<file path="src/rtl/zbritesi_serial_16bit.sv">
// Bit-serial subtractor: DIFF = A - B - BIN, one bit per clock, LSB first, single borrow flop.
// Optional add mode (MODE input) enabled by defining ZBRITESI_ADD_MODE_EN.
module zbritesi_serial_16bit #(
    parameter int WIDTH = 16
) (
    input  logic             clk,
    input  logic             resetn,
    input  logic             start,
    input  logic [WIDTH-1:0] a,
    input  logic [WIDTH-1:0] b,
    input  logic             bin,
`ifdef ZBRITESI_ADD_MODE_EN
    input  logic             mode,
`endif
    output logic             busy,
    output logic             done,
    output logic [WIDTH-1:0] diff,
    output logic             bout,
    output logic             zero,
    output logic             ovf,
    output logic [1:0]       state_dbg
);

    // Handshake: start is sampled only in IDLE (accept edge); busy is high for the WIDTH
    // SHIFT cycles; done is a one-cycle pulse in FIN, when the result outputs are already valid.
    typedef enum logic [1:0] {
        IDLE  = 2'd0,
        SHIFT = 2'd1,
        FIN   = 2'd2
    } state_t;

    localparam int CW = $clog2(WIDTH) + 1;
    localparam logic [CW-1:0] CNT_LAST = CW'(WIDTH - 1);

    state_t           state, state_next;
    logic [WIDTH-1:0] sa, sb, res, res_next;
    logic [CW-1:0]    cnt;
    logic             bor, bor_next, d, a_eff, last_bit, sub;

`ifdef ZBRITESI_ADD_MODE_EN
    logic sub_q;
    assign sub = sub_q;
`else
    assign sub = 1'b1;
`endif

    always_comb begin
        // Subtract borrow equals the add carry with the minuend bit inverted.
        a_eff    = sub ? ~sa[0] : sa[0];
        d        = sa[0] ^ sb[0] ^ bor;
        bor_next = (a_eff & sb[0]) | (a_eff & bor) | (sb[0] & bor);
        res_next = {d, res[WIDTH-1:1]};
        last_bit = (cnt == CNT_LAST);
    end

    always_comb begin
        state_next = state;
        case (state)
            IDLE:    if (start) state_next = SHIFT;
            SHIFT:   if (last_bit) state_next = FIN;
            FIN:     state_next = IDLE;
            default: state_next = IDLE;
        endcase
    end

    always_ff @(posedge clk) begin
        if (!resetn) state <= IDLE;
        else         state <= state_next;
    end

    always_ff @(posedge clk) begin
        if (!resetn) begin
            sa   <= '0;
            sb   <= '0;
            res  <= '0;
            bor  <= 1'b0;
            cnt  <= '0;
            diff <= '0;
            bout <= 1'b0;
            zero <= 1'b0;
            ovf  <= 1'b0;
`ifdef ZBRITESI_ADD_MODE_EN
            sub_q <= 1'b1;
`endif
        end else begin
            case (state)
                IDLE: begin
                    if (start) begin
                        sa  <= a;
                        sb  <= b;
                        bor <= bin;
                        cnt <= '0;
`ifdef ZBRITESI_ADD_MODE_EN
                        sub_q <= mode;
`endif
                    end
                end
                SHIFT: begin
                    sa  <= sa >> 1;
                    sb  <= sb >> 1;
                    res <= res_next;
                    bor <= bor_next;
                    cnt <= cnt + 1'b1;
                    // On the MSB, bor still holds the borrow into the MSB.
                    if (last_bit) begin
                        diff <= res_next;
                        bout <= bor_next;
                        zero <= (res_next == '0);
                        ovf  <= bor ^ bor_next;
                    end
                end
                default: ;
            endcase
        end
    end

    assign busy      = (state == SHIFT);
    assign done      = (state == FIN);
    assign state_dbg = state;

endmodule
</file>
<file path="config.mk">
export PLATFORM = sky130hd
export DESIGN_NAME = zbritesi_serial_16bit
export DESIGN_NICKNAME = d
export VERILOG_FILES = /design/src/rtl/zbritesi_serial_16bit.sv
export SDC_FILE = /design/constraint.sdc
export NUM_CORES = 1
export LEC_CHECK = 0
export CAP_MARGIN = 20
export CORE_MARGIN = 5
export CORE_UTILIZATION = 55
export DETAILED_ROUTE_END_ITERATION = 16
export PLACE_DENSITY = 0.87
export SYNTH_ARGS = -nofsm -noshare
export SYNTH_HDL_FRONTEND = slang
export SYNTH_SLANG_ARGS = --single-unit
</file>
<file path="constraint.sdc">
create_clock -name clk -period 3.9 [get_ports clk]
set_input_delay 0.78 -clock clk [delete_from_list [all_inputs] [get_ports clk]]
set_output_delay 0.78 -clock clk [all_outputs]
set_load 0.02 [all_outputs]
</file>
==> results_dict.tcl <==
set metrics [dict create \
    status "finished clean" \
    cts_buffer_depth 2 \
    clock_power_share_pct 40.4 \
    grt_pass1_wl_mm 11.8 \
    numPortBuffers 58 \
    worstHoldPathType "flop to flop" \
    area_growth_pct 25.8 \
    p_per_area_mw_per_mm2 426 \
    crit_fanout 19 \
    initial_utilization_pct 56.3 \
    endpoint_kind "output port" \
    synthCells 369 \
    synth_nets 408 \
    post-route-util_pct 70.8 \
    dp.cells 474 \
    wl_met1_mm 3.08 \
    die_y_um 84.8 \
    final_common_cell "dfxtp_1" \
    ys_types 36 \
    drive_gt1_share_pct 5.26 \
    antenna_found_initial 0 \
    rows 27 \
    yosysWarnings 0 \
    drtIter0Drc 180 \
    fin_crit_sh_pct 76.8 \
    yosysSeqAreaShare_pct 48.1 \
    gp_congestion 0.837 \
    max_freq_mhz 334 \
    maxSlewViolCount 0 \
    wire_per_inst_um 14.1 \
    core_mm2 0.00547 \
    comb_power_share_pct 10.5 \
    tightestPinTransition_ns 0.958 \
    p_switching_w 0.000383 \
    dr.pass1.iters 7 \
    dr_wl_met3_um 351 \
    avgSynthCellArea_um2 8.34 \
    fin_ws_ns 0.906 \
    final_cell_mix "74 x dfxtp_1, 67 x nand2_1, 58 x clkdlybuf4s50_1" \
    grt_max_degree 60 \
    power.share.sequential_pct 49.0 \
    tns_ns 0 \
    cts_root_buffer "clkbuf_8" \
    maxCapViolations 0 \
    worstSkewPairLatency_ns 0.34 \
    h-tree-depth 3 \
    relSlewSlack_pct 36.0 \
    ys_seq_elements 74 \
    arrival_ns 2.21 \
    track_usage_pct 19.8 \
    cts_made_buffers 9 \
    finalNonFillerCells 490 \
    period_needed_ns 2.99 \
    p_int_w 0.00127 \
    synthArstFlopShare_pct 0 \
    p_total_w 0.00165 \
    finalHoldViolations 0 \
    synth_ff_type "dfxtp_1" \
    die_area_mm2 0.00720 \
    antenna_cells 0 \
    post_cts_resized 0 \
    ios 59 \
    finClkSkew_ns 0.00844 \
    final_antenna_net_count 0 \
    vias_per_cell 5.64 \
    drc_errors 0 \
    overflow 0 \
    post_cts_buffers 0 \
    path_clk_slew_ns 0.08 \
    detailed_place_hpwl_mm 4.46 \
    die_w_um 84.8 \
    wirelength_mm 6.89 \
    vdd_drop_max_mv 0.253 \
    dr.max_layer_used "met4" \
    synth_area_mm2 0.00308 \
    p_leak_nw 1.40 \
    cp.required_ns 3.12 \
    path_class "flop to output port" \
    rsz0062_at_grt "false" \
    first_global_vias 2567 \
    finalSetupViolations 0 \
    synth_edf_count 0 \
    cts_tree "done" \
    holdBufCountCts 0 \
    nets 452 \
    dp_slack_ns 1.27 \
    routed-via-count 2763 \
    cp-start-kind "flop" \
    route.met2.wl_mm 3.31 \
    cts.sinks 74 \
    switching_share_pct 23.2 \
]
==> power by group through the flow <==
| stage | sequential, W | combinational [W] | clock [W] |
|---|---|---|---|
| finish | 0.000810 | 0.000174 | 0.000668 |
| CTS | 0.000809 | 0.000174 | 0.000673 |
| detailed placement | 0.000825 | 0.000172 | 0 |
| floorplan | 0.000821 | 0.000114 | 0 |
| global route | 0.000813 | 0.000195 | 0.000708 |
| global placement | 0.000825 | 0.000168 | 0 |
==> metal layers <==
metal / global-route usage [%] / vias up
met3: 3.59 / 16
met2: 32.3 / 80
met4: 8.92 / 0
li1: - / 1377
met1: 25.7 / 1290
met5: 0 / -
==> cells in the mapped netlist (2+ instances only) <==
master	count	area [µm²]
dfxtp_1	74	1480
o21ai_0	33	165
nor3b_1	2	15.0
nor2b_1	4	25.0
buf_2	12	60.1
o22ai_1	4	25.0
a22oi_1	3	22.5
nor4_1	3	18.8
inv_1	6	22.5
nand2b_1	2	12.5
clkbuf_1	14	52.6
ha_1	2	25.0
nor2_1	29	109
nand3_1	3	15.0
a21boi_0	17	128
nand2_1	67	251
o211a_1	4	40.0
o2bb2ai_1	28	245
a21oi_1	45	225
==> path summary, 6_finish.rpt <==
check	startpoint	cells past startpoint	slack, ns	to
worst max-delay path	state_dbg[1]	3	0.91	busy
worst min-delay path	diff[9]	2	0.46	diff[9]
worst max register to register	cnt[0]	6	1.83	ovf
worst min register to register	diff[9]	2	0.46	diff[9]
==> kinds of logic after synthesis <==
group	share of synthesized area, %
XOR/XNOR	0.284
AO/OA/AOI/OAI	28.6
AND/OR/NAND/NOR	16.3
adder cells (fa/ha/maj)	1.46
flip-flops	48.1
buffers and inverters	5.24
==> per-stage QoR <==
stage	hold WS (ns)	instance area [µm²]
4_1_cts	0.467	3870
2_1_floorplan	0.450	3080
6_report	0.462	3870
3_3_place_gp	0.451	3640
5_1_grt	0.492	3870
3_5_place_dp	0.456	3640
==> registers in the layout, summed over array words and instances, names as in the netlist <==
register	flops
sb	16
sa	16
bor	1
bout	1
state_dbg	2
zero	1
cnt	5
ovf	1
diff	16
res	15
==> final cells by class <==
| cell class | instances | area (µm²) |
|---|---|---|
| Tap cell | 72 | 90.1 |
| Sequential cell | 74 | 1480 |
| Fill cell | 443 | 1600 |
| Multi-Input combinational cell | 259 | 1440 |
| Clock inverter | 4 | 73.8 |
| Clock buffer | 12 | 155 |
| Timing Repair Buffer | 62 | 611 |
| Inverter | 7 | 26.3 |
==> critical path, stage by stage (launching register included) <==
cell,delay (ns)
dfxtp_1,0.37
nand2b_1,0.43
inv_2,0.39
clkdlybuf4s50_1,0.68
No activity file was read; power rests on OpenSTA's default activity.
